**src/rtl/mesi_isc_cpu_agent.sv**
```systemverilog
// Per-CPU MESI coherence agent: a direct-mapped state table plus a request FSM and a snoop FSM
// that share one controller port (mbus requests out, cbus snoops/enables in). No data is held.
module mesi_isc_cpu_agent #(
    parameter int LINES          = 4,
    parameter int ADDR_WIDTH     = 32,
    parameter int MBUS_CMD_WIDTH = 3,
    parameter int CBUS_CMD_WIDTH = 3
) (
    input  logic                      clk,
    input  logic                      rst,
    input  logic                      cpu_req_i,
    input  logic                      cpu_wr_i,
    input  logic [ADDR_WIDTH-1:0]     cpu_addr_i,
    output logic                      cpu_ack_o,
    output logic [MBUS_CMD_WIDTH-1:0] mbus_cmd_o,
    output logic [ADDR_WIDTH-1:0]     mbus_addr_o,
    input  logic                      mbus_ack_i,
    input  logic [CBUS_CMD_WIDTH-1:0] cbus_cmd_i,
    input  logic [ADDR_WIDTH-1:0]     cbus_addr_i,
    output logic                      cbus_ack_o
);
    localparam int IDX_W = $clog2(LINES);

    localparam logic [MBUS_CMD_WIDTH-1:0] MB_NOP      = MBUS_CMD_WIDTH'(0);
    localparam logic [MBUS_CMD_WIDTH-1:0] MB_WR       = MBUS_CMD_WIDTH'(1);
    localparam logic [MBUS_CMD_WIDTH-1:0] MB_RD       = MBUS_CMD_WIDTH'(2);
    localparam logic [MBUS_CMD_WIDTH-1:0] MB_WR_BROAD = MBUS_CMD_WIDTH'(3);
    localparam logic [MBUS_CMD_WIDTH-1:0] MB_RD_BROAD = MBUS_CMD_WIDTH'(4);

    localparam logic [CBUS_CMD_WIDTH-1:0] CB_WR_SNOOP = CBUS_CMD_WIDTH'(1);
    localparam logic [CBUS_CMD_WIDTH-1:0] CB_RD_SNOOP = CBUS_CMD_WIDTH'(2);
    localparam logic [CBUS_CMD_WIDTH-1:0] CB_EN_WR    = CBUS_CMD_WIDTH'(3);
    localparam logic [CBUS_CMD_WIDTH-1:0] CB_EN_RD    = CBUS_CMD_WIDTH'(4);

    typedef enum logic [2:0] {M_IDLE, M_BROAD, M_WAIT_EN, M_MEM, M_DONE} main_t;
    typedef enum logic [1:0] {S_IDLE, S_WB, S_ACK} snp_t;
    typedef enum logic [1:0] {ST_I, ST_S, ST_E, ST_M} mesi_t;

    mesi_t                 st  [LINES];
    logic [ADDR_WIDTH-1:0] tag [LINES];

    main_t                 main_q, main_nxt;
    snp_t                  snp_q, snp_nxt;
    logic [ADDR_WIDTH-1:0] req_addr_q, snp_addr_q;
    logic                  req_wr_q, snp_wr_q;

    logic [IDX_W-1:0]      cpu_idx, snp_idx, req_idx;
    logic [ADDR_WIDTH-1:0] snp_lk_addr;
    mesi_t                 cpu_st, snp_st, snp_new_st;
    logic                  cpu_hit, snp_hit, snp_is_wr, is_snoop;

    logic                  cpu_take, snp_go, snp_drv, snp_upd;
    logic                  e_to_m, install, en_ok;
    logic [ADDR_WIDTH-1:0] req_addr_nxt, snp_addr_nxt;
    logic                  req_wr_nxt;
    logic [MBUS_CMD_WIDTH-1:0] mb_cmd_nxt;
    logic [ADDR_WIDTH-1:0]     mb_addr_nxt;

    assign cpu_idx = cpu_addr_i[IDX_W-1:0];
    assign req_idx = req_addr_q[IDX_W-1:0];
    assign cpu_st  = st[cpu_idx];
    assign cpu_hit = (cpu_st != ST_I) && (tag[cpu_idx] == cpu_addr_i);

    // A fresh snoop is looked up on the live cbus; a parked write-back uses its latched copy.
    assign is_snoop    = (cbus_cmd_i == CB_WR_SNOOP) || (cbus_cmd_i == CB_RD_SNOOP);
    assign snp_lk_addr = (snp_q == S_IDLE) ? cbus_addr_i : snp_addr_q;
    assign snp_is_wr   = (snp_q == S_IDLE) ? (cbus_cmd_i == CB_WR_SNOOP) : snp_wr_q;
    assign snp_idx     = snp_lk_addr[IDX_W-1:0];
    assign snp_st      = st[snp_idx];
    assign snp_hit     = (snp_st != ST_I) && (tag[snp_idx] == snp_lk_addr);
    assign snp_new_st  = snp_is_wr ? ST_I :
                         ((snp_st == ST_M) || (snp_st == ST_E)) ? ST_S : snp_st;

    always_comb begin
        snp_nxt  = snp_q;
        main_nxt = main_q;
        snp_upd  = 1'b0;
        e_to_m   = 1'b0;
        install  = 1'b0;
        en_ok    = 1'b0;

        // cbus is deaf for the cycle following any ack, so a held command is not re-taken.
        snp_go  = (snp_q == S_IDLE) && is_snoop && !cbus_ack_o;
        snp_drv = (snp_q == S_WB) && (mbus_cmd_o == MB_WR) &&
                  ((main_q == M_IDLE) || (main_q == M_WAIT_EN));

        case (snp_q)
            S_IDLE: begin
                if (snp_go) begin
                    if (snp_hit && (snp_st == ST_M)) begin
                        snp_nxt = S_WB;
                    end else begin
                        snp_nxt = S_ACK;
                        snp_upd = snp_hit;
                    end
                end
            end
            S_WB: begin
                if (snp_drv && mbus_ack_i) begin
                    snp_nxt = S_ACK;
                    snp_upd = snp_hit;
                end
            end
            S_ACK:   snp_nxt = S_IDLE;
            default: snp_nxt = S_IDLE;
        endcase

        cpu_take = (main_q == M_IDLE) && cpu_req_i && (snp_q == S_IDLE) && !is_snoop;

        case (main_q)
            M_IDLE: begin
                if (cpu_take) begin
                    if (cpu_hit && (!cpu_wr_i || (cpu_st == ST_M))) begin
                        main_nxt = M_DONE;
                    end else if (cpu_hit && (cpu_st == ST_E)) begin
                        main_nxt = M_DONE;
                        e_to_m   = 1'b1;
                    end else begin
                        main_nxt = M_BROAD;
                    end
                end
            end
            M_BROAD: if (mbus_ack_i) main_nxt = M_WAIT_EN;
            M_WAIT_EN: begin
                if ((snp_q == S_IDLE) && !cbus_ack_o &&
                    (cbus_cmd_i == (req_wr_q ? CB_EN_WR : CB_EN_RD))) begin
                    main_nxt = M_MEM;
                    en_ok    = 1'b1;
                end
            end
            M_MEM: begin
                if (mbus_ack_i) begin
                    main_nxt = M_DONE;
                    install  = 1'b1;
                end
            end
            M_DONE:  main_nxt = M_IDLE;
            default: main_nxt = M_IDLE;
        endcase

        req_addr_nxt = cpu_take ? cpu_addr_i : req_addr_q;
        req_wr_nxt   = cpu_take ? cpu_wr_i : req_wr_q;
        snp_addr_nxt = snp_go ? cbus_addr_i : snp_addr_q;

        // The request FSM owns mbus in BROAD/MEM; a write-back only slips in around it.
        mb_cmd_nxt  = MB_NOP;
        mb_addr_nxt = '0;
        if (main_nxt == M_BROAD) begin
            mb_cmd_nxt  = req_wr_nxt ? MB_WR_BROAD : MB_RD_BROAD;
            mb_addr_nxt = req_addr_nxt;
        end else if (main_nxt == M_MEM) begin
            mb_cmd_nxt  = req_wr_q ? MB_WR : MB_RD;
            mb_addr_nxt = req_addr_q;
        end else if ((snp_nxt == S_WB) &&
                     ((main_nxt == M_IDLE) || (main_nxt == M_WAIT_EN))) begin
            mb_cmd_nxt  = MB_WR;
            mb_addr_nxt = snp_addr_nxt;
        end
    end

    always_ff @(posedge clk or negedge rst) begin
        if (!rst) begin
            main_q      <= M_IDLE;
            snp_q       <= S_IDLE;
            req_addr_q  <= '0;
            req_wr_q    <= 1'b0;
            snp_addr_q  <= '0;
            snp_wr_q    <= 1'b0;
            cpu_ack_o   <= 1'b0;
            cbus_ack_o  <= 1'b0;
            mbus_cmd_o  <= MB_NOP;
            mbus_addr_o <= '0;
            for (int i = 0; i < LINES; i++) begin
                st[i]  <= ST_I;
                tag[i] <= '0;
            end
        end else begin
            main_q      <= main_nxt;
            snp_q       <= snp_nxt;
            req_addr_q  <= req_addr_nxt;
            req_wr_q    <= req_wr_nxt;
            snp_addr_q  <= snp_addr_nxt;
            if (snp_go) snp_wr_q <= (cbus_cmd_i == CB_WR_SNOOP);
            cpu_ack_o   <= (main_nxt == M_DONE);
            cbus_ack_o  <= en_ok || (snp_nxt == S_ACK);
            mbus_cmd_o  <= mb_cmd_nxt;
            mbus_addr_o <= mb_addr_nxt;

            if (snp_upd) st[snp_idx] <= snp_new_st;
            if (e_to_m) st[cpu_idx] <= ST_M;
            // Install overwrites the slot; a dirty victim is the CPU's problem.
            if (install) begin
                st[req_idx]  <= req_wr_q ? ST_M : ST_S;
                tag[req_idx] <= req_addr_q;
            end
        end
    end
endmodule

```
**config.mk**
```make
export PLATFORM = sky130hd
export DESIGN_NAME = mesi_isc_cpu_agent
export DESIGN_NICKNAME = d
export VERILOG_FILES = /design/src/rtl/mesi_isc_cpu_agent.sv
export SDC_FILE = /design/constraint.sdc
export NUM_CORES = 1
export LEC_CHECK = 0
export CORE_MARGIN = 2
export CORE_UTILIZATION = 35
export DETAILED_ROUTE_END_ITERATION = 10
export SYNTH_ARGS = -nofsm -noshare
export SYNTH_HDL_FRONTEND = slang
export SYNTH_SLANG_ARGS = --single-unit
export TNS_END_PERCENT = 30
```
**constraint.sdc**
```tcl
create_clock -name clk -period 3.75 [get_ports clk]
set_clock_uncertainty 0.15 [all_clocks]
set_input_delay 0.375 -clock clk [delete_from_list [all_inputs] [get_ports clk]]
set_output_delay 0.375 -clock clk [all_outputs]
set_load 0.01 [all_outputs]
```
* Word level (Yosys, flattened, before mapping)
Cells that the tools add are included.
** Cells by class
- Equal/unequal tests :: 20
- Magnitude comparators :: 6
- Multiplexer cells :: 66
- Bitwise gates (word level) :: 4
- Reductions and logical operators :: 33
** Operator list (count)
- 32-bit two-way mux :: 11
- 32-bit binary-select mux with 2-bit select :: 2
- 128-bit bitwise mux :: 1
- 32-bit demux with 2-bit select :: 1
- 32-bit equality test :: 2
- 2-bit two-way mux :: 15
- 3-bit two-way mux :: 9
- 8-bit two-way mux :: 3
- 1-bit logical AND :: 19
- 8-bit bitwise mux :: 2
- 3-bit by 2-bit equality test with 1-bit output, second input constant :: 5
- 1-bit two-way mux :: 14
- 2-bit demux with 2-bit select :: 3
- 3-bit by 1-bit equality test with 1-bit output, second input constant :: 4
- 3-bit case mux with 4 select lines :: 1
- 2-bit equality test, second input constant :: 5
- 3-bit >= comparator, second input constant :: 3
- 3-bit by 1-bit < comparator with 1-bit output, second input constant :: 3
- 2-bit inverter with 3-bit output :: 3
- 2-bit binary-select mux with 2-bit select :: 2
- 8-bit bitwise OR :: 1
- 3-bit zero test :: 2
- 1-bit logical OR :: 6
- 2-bit by 1-bit equality test with 1-bit output, second input constant :: 2
- 7 further kinds :: 10
** Word-level totals
- Register bits :: 244
- Word-level logic and storage cells :: 147

* Longest topological paths before layout
- Depth after elaboration :: 17
- Mapped depth :: 13
- Depth with buffers taken out :: 9

* Worst setup path before layout
OpenSTA, ideal clock, no wires.
- Path type :: input-to-reg
- Start :: input port cpu_addr_i[0]
- End :: register mbus_addr_o[23]
- Arrival time :: 2.978 ns
- Cell stages on the path :: 12
- Path slack :: 0.488 ns
- Path through :: buf_2 -> buf_1 -> inv_1 -> mux2i_1 -> o2bb2ai_1 -> nor4_1 -> o21ai_0 -> o21bai_1 -> o31ai_1 -> buf_2 -> a221oi_1 -> o31ai_1
** On the way
- Word-level cells in the longest chain between the ends :: 17
- Elaborated cells between the ends (all ways) :: 28
- Classes of those cells :: eq/ne: 6; mux: 13; bitwise: 1; reduce/logical: 8
** Ends and longest elaborated chain
- start: declaration :: line 13 : input logic [ADDR_WIDTH-1:0] cpu_addr_i,
- 2-bit inverter with 3-bit output (not written as such) :: line 61, 62
- 32-bit binary-select mux with 2-bit select or 2-bit binary-select mux with 2-bit select (tied branches) :: line 62, 61
- 32-bit two-way mux (not written as such) or 2-bit two-way mux (tied branches) (2 in series) :: line 62, 61
- 32-bit equality test or 2-bit nonzero test (tied branches) :: line 62 : assign cpu_hit = (cpu_st != ST_I) && (tag[cpu_idx] == cpu_addr_i);
- 1-bit logical AND :: line 62
- 1-bit logical AND :: line 115 : end else if (cpu_hit && (cpu_st == ST_E)) begin
- 3-bit two-way mux :: line 115
- 3-bit two-way mux * :: line 113 : if (cpu_hit && (!cpu_wr_i || (cpu_st == ST_M))) begin
- 3-bit two-way mux * :: line 112 : if (cpu_take) begin
- 3-bit case mux with 4 select lines * :: line 110 : case (main_q)
- 3-bit by 2-bit equality test with 1-bit output or 3-bit zero test (tied branches) :: line 155 : ((main_nxt == M_IDLE) || (main_nxt == M_WAIT_EN))) begin
- 1-bit logical OR :: line 155
- 1-bit logical AND :: line 154 : end else if ((snp_nxt == S_WB) &&
- 32-bit two-way mux :: line 154
- 32-bit two-way mux :: line 151 : end else if (main_nxt == M_MEM) begin
- 32-bit two-way mux * :: line 148 : if (main_nxt == M_BROAD) begin
- named net mb_addr_nxt[23] :: line 57 : logic [ADDR_WIDTH-1:0] mb_addr_nxt;
- end signal: assignment :: line 187 : mbus_addr_o <= mb_addr_nxt;
- end: declaration :: line 16 : output logic [ADDR_WIDTH-1:0] mbus_addr_o,
The timed path passes the listed nets; every way through them passes the cells marked *. The select of a mux whose other input is x is not followed.
A chain may end at the register's enable or synchronous reset.

* Worst setup path in the final report
- Start :: register snp_q[1]
- End :: register mbus_addr_o[20]
** On the way
- Word-level cells in the longest chain between the ends :: 17
- Elaborated cells between the ends (all ways) :: 43
- Classes of those cells :: eq/ne: 7; mux: 19; bitwise: 1; reduce/logical: 16
** Ends and longest elaborated chain
- start: declaration :: line 43 : snp_t snp_q, snp_nxt;
- start signal: assignment :: line 179 : snp_q <= snp_nxt;
- 2-bit zero test
- 32-bit two-way mux :: line 66 : assign snp_lk_addr = (snp_q == S_IDLE) ? cbus_addr_i : snp_addr_q;
- 2-bit inverter with 3-bit output (not written as such) :: line 69, 70
- 32-bit binary-select mux with 2-bit select or 2-bit binary-select mux with 2-bit select (tied branches) :: line 70, 69
- 32-bit two-way mux (not written as such) or 2-bit two-way mux (tied branches) (2 in series) :: line 70, 69
- 32-bit equality test or 2-bit nonzero test (tied branches) :: line 70 : assign snp_hit = (snp_st != ST_I) && (tag[snp_idx] == snp_lk_addr);
- 1-bit logical AND :: line 70
- 1-bit logical AND :: line 90 : if (snp_hit && (snp_st == ST_M)) begin
- 2-bit two-way mux :: line 90
- 2-bit two-way mux :: line 89 : if (snp_go) begin
- 2-bit case mux with 2 select lines :: line 87 : case (snp_q)
- 2-bit by 1-bit equality test with 1-bit output :: line 154
- 1-bit logical AND :: line 154
- 32-bit two-way mux :: line 154
- 32-bit two-way mux :: line 151
- 32-bit two-way mux * :: line 148
- named net mb_addr_nxt[20] :: line 57
Marked as above.

==> results.md <==
Worst setup path:
- The instance count on the critical path is 11.
- The worst register-to-register path has a depth of 11.
- The worst setup path is of the flop to flop kind.
- Walking the worst path, the cells encountered are or4_1 > o31ai_4 > buf_4 > buf_4 > a221oi_1 > xor2_1 > or4_4 > nor4_4 > nand4b_4 > buf_12 > o31ai_1.
- The top cell family by delay on the critical path is simple AND/OR/NAND/NOR gates.
- The cell that appears most often on the critical path is buf_4.
- For the worst setup path, the data required time is 4030 ps.
- The sort of element at the start of the critical path is a flop.
- The highest cell delay on the worst timing path is 590 ps.
- Of all nets on the critical path, the largest fanout is 27.
- The worst setup path is captured at a flop.
- For this design, the slowest cell found on the critical path is or4_1.
- For the worst setup path, the data arrival time is between 3000 and 4000 ps.
- Counting both buffers and inverters, the worst setup path holds a total of 3.

Detailed routing:
- The number of DRC markers in iteration 0 is 718.
- Before antenna repair, the detailed router went through 6 iterations.
- The number of vias after detailed routing is 9,006.
- The number of routed nets with antenna violations is 0.
- The average wire per standard cell is 22.7 um.
- For this block, the routed nets add up to 36,800 um of wire.
- The number of remaining DRC errors is 0.
- Dividing the detail-routed via count by the number of cells gives about 5.6.

Hold path:
- The tightest min-delay check is of the primary input to asynchronous set/reset pin type.

Floorplan:
- The cell row count is 69.
- The area of the core region is 35,400 sq um.
- The floorplan die area is 37,200 sq um.
- The I/O pin count is about 110.
- The die is 193 um wide.
- The initial utilization of the core area, before any placement, comes to a little over a third.
- The floorplan step set the die height to 193 um.

Place:
- In this run the tool buffered the top-level ports with 108 buffer cells.
- After detailed placement, the total cell area comes to 14,600 sq um.
- Detailed placement finished with a half-perimeter wire length of about 25,000 um.
- The post-placement worst setup slack is -127 ps.
- The final estimated routing congestion in global placement is around 0.84.
- The total placed cells including tap cells is 1,565.

Clock network:
- Clock tree synthesis selected as its root buffer the cell clkbuf_16.
- The number of clock buffers inserted by TritonCTS is 28.
- The number of H-tree branching levels is 1.
- No sink is reached through more buffers than the 3 on the longest clock path.
- Clock-pin slew was measured on the worst setup and hold paths at about 60 ps.
- The clock network latency to the later pin of the worst-skew pair is 540 ps.
- The number of clock sinks seen by CTS is 244.
- TritonCTS built the clock tree.

Final layout:
- After filler insertion, the fill cell instance count of the layout stands at 3,245.
- The finished layout holds 1,620 standard cells, fillers aside.
- The area added between synthesis and finish is 24.6%.
- In the final layout, the share of cells above drive strength 1 is between 20 and 30%.
- At the end of the flow the core is filled with cells to 44.0%.
- In the final design database the tool counted 1,209 nets.
- 0 antenna diodes ended up in the layout.
- The design area is approximately 16,000 sq um.

Synth:
- Among all flip-flop cells after synthesis, the most frequent one is dfrtp_1.
- The number of different library cells used by synthesis comes to 63.
- The post-synthesis net count is 1,074.
- Measured against the total synthesized area, the mux share comes to about a quarter.
- Summed over all instances, the cell type with the most area after synthesis is dfrtp_1.
- The adder-cell share of the synthesized area is 0%.
- The flip-flop and latch count after synthesis is 244.
- The number of instances in the synthesized netlist is 1,002.
- Counting flops with a built-in enable in the synthesized netlist gives 0.
- The xor and xnor fraction of the mapped netlist area is under 10%.
- Counting flops with an async set or reset pin after synthesis yields a share of 100%.
- For this run, the number of Yosys warnings is 0.
- The share of the synthesized area in the top cell type is 48.9%.
- The synthesized netlist occupies a cell area of between 10,000 and 15,000 sq um.
- The dominant combinational cell family by area after synthesis is multiplexers.
- Summing the areas of all compound-gate instances in the mapped netlist gives roughly an eighth of the synthesized area.
- The post-synthesis average cell area is 12.5 sq um.
- The register area share after synthesis is around half.
- Ranked by total cell area, the synthesized netlist is headed by dfrtp_1 (49%), mux2_2 (14%), mux2i_1 (5.7%).
- The simple-gate share of the synthesized area is 6.78%.

GRT:
- The initial antenna violation count came to 0.
- The total overflow left after global routing is 0.
- The first global-routing pass estimated 56,800 um of wire.
- Global routing consumed, over all layers together, roughly a fifth of the routing resources.
- The via count of the first global-routing pass came to 9,337.
- The maximum number of pins on one net before global-route repair is 82.

STA:
- The minimum period implied by the final worst setup slack is about 3500 ps.
- The maximum achievable frequency is ~0.28 GHz.
- The count of final max-slew check failures is 0.
- The final hold violation count is 0.
- The post-layout worst setup margin is roughly 230 ps.
- Setup repair after global routing left no endpoint under its margin.
- The worst max-slew margin expressed relative to the limit is 56.7%.
- At the pin with the least slew margin, the transition time is 650 ps.
- Setup violations remaining at the end of the flow were counted as 0.
- The post-route clock period utilization is 94.0%.

Pwr:
- The power per standard cell area is approximately 730 nW/um^2.
- The design draws 0.0114 W.
- The reported leakage power is roughly 7 nW.
- The worst voltage drop across the vdd grid is 385 uV.

Run:
- The max-cap violation count is 0.

Run status:
- The run finished with clean final reports.
[flip-flops by register name (all words and copies together) (netlist names)]
signal	flops
cbus_ack_o	1
cpu_ack_o	1
st	8
snp_addr_q	32
mbus_addr_o	32
tag	128
req_addr_q	32
snp_q	2
req_wr_q	1
mbus_cmd_o	3
snp_wr_q	1
main_q	3
[what timing repair did]
action | in CTS | in global routing
setup buffers | 0 | 2
resized for setup | 0 | 1
endpoints found under the hold margin | 63 | 0
hold buffers | 1 | 0
setup endpoints to repair | 0 | 2
[layout make-up]
type	instances	area, sq um	area share, %
Sequential cell	244	6110	39.2
Multi-Input combinational cell	642	5950	38.2
Timing Repair Buffer	175	1790	11.5
Clock buffer	39	813	5.22
Tap cell	461	577	3.71
Inverter	46	173	1.11
Clock inverter	13	153	0.981
[cells by family after synthesis]
logic type,after synthesis
muxes,251
DFF,244
buffers and inverters,116
xor gates and xnor gates,59
AOI/OAI and AO/OA,183
and+or+nand+nor,149
[power breakdown]
| group | switching, W | total [W] | internal, W |
|---|---|---|---|
| logic | 0.00186 | 0.00394 | 0.00208 |
| clock network | 0.00112 | 0.00284 | 0.00172 |
| registers | 0.000915 | 0.00459 | 0.00368 |
| total | 0.00389 | 0.0114 | 0.00748 |
[metal layers]
layer | global-route usage [%] | part of all wire (%) | vias to the layer above
li1 | - | - | 4068
met1 | 27.9 | 46 | 4631
met2 | 33.5 | 48 | 249
met3 | 2.08 | 4.3 | 58
met4 | 5.16 | 2.2 | 0
met5 | 0 | 0 | -
[cells in the mapped netlist, types with 5 or more instances]
master,number
mux4_2,28
xor2_1,20
a21oi_1,7
a221oi_1,61
buf_1,8
nor3_1,45
a22oi_1,6
o21ai_0,14
o31ai_1,33
nand2b_1,9
o21a_1,6
nor2_1,18
nor4_1,8
clkbuf_1,38
nand3_1,6
mux2i_1,71
buf_6,7
inv_1,45
mux2_2,152
nand4_1,14
xnor2_1,39
nor2b_1,9
or2_2,5
buf_2,15
a22o_1,29
nand2_1,17
dfrtp_1,244
[stage by stage]
step	hold WS, ps	TNS [ps]
finish	246	0
global route	287	0
CTS	255	0
detailed placement	231	-2550
global placement	226	-1480
floorplan	-70.6	0
[worst paths after layout]
check | endpoint | from | slack (ps)
min reg2reg | tag[64] | tag[64] | 340
max in group asynchronous | tag[88] | rst | 2370
max | mbus_addr_o[20] | snp_q[1] | 230
min | mbus_addr_o[0] | rst | 250
min in group clk | tag[64] | tag[64] | 340
max reg2reg | mbus_addr_o[20] | snp_q[1] | 230
[cell usage in the layout, fill, tap and decap left out, types with 28 or more instances in the layout]
cell type	count
mux4_2	28
inv_1	45
a22o_1	29
clkdlybuf4s50_1	105
a221oi_1	61
mux2i_1	71
xnor2_1	39
o31ai_1	32
buf_4	49
mux2_2	152
nor3_1	43
clkbuf_16	29
dfrtp_1	244
Note: power is estimated with default switching activity, not from simulation.
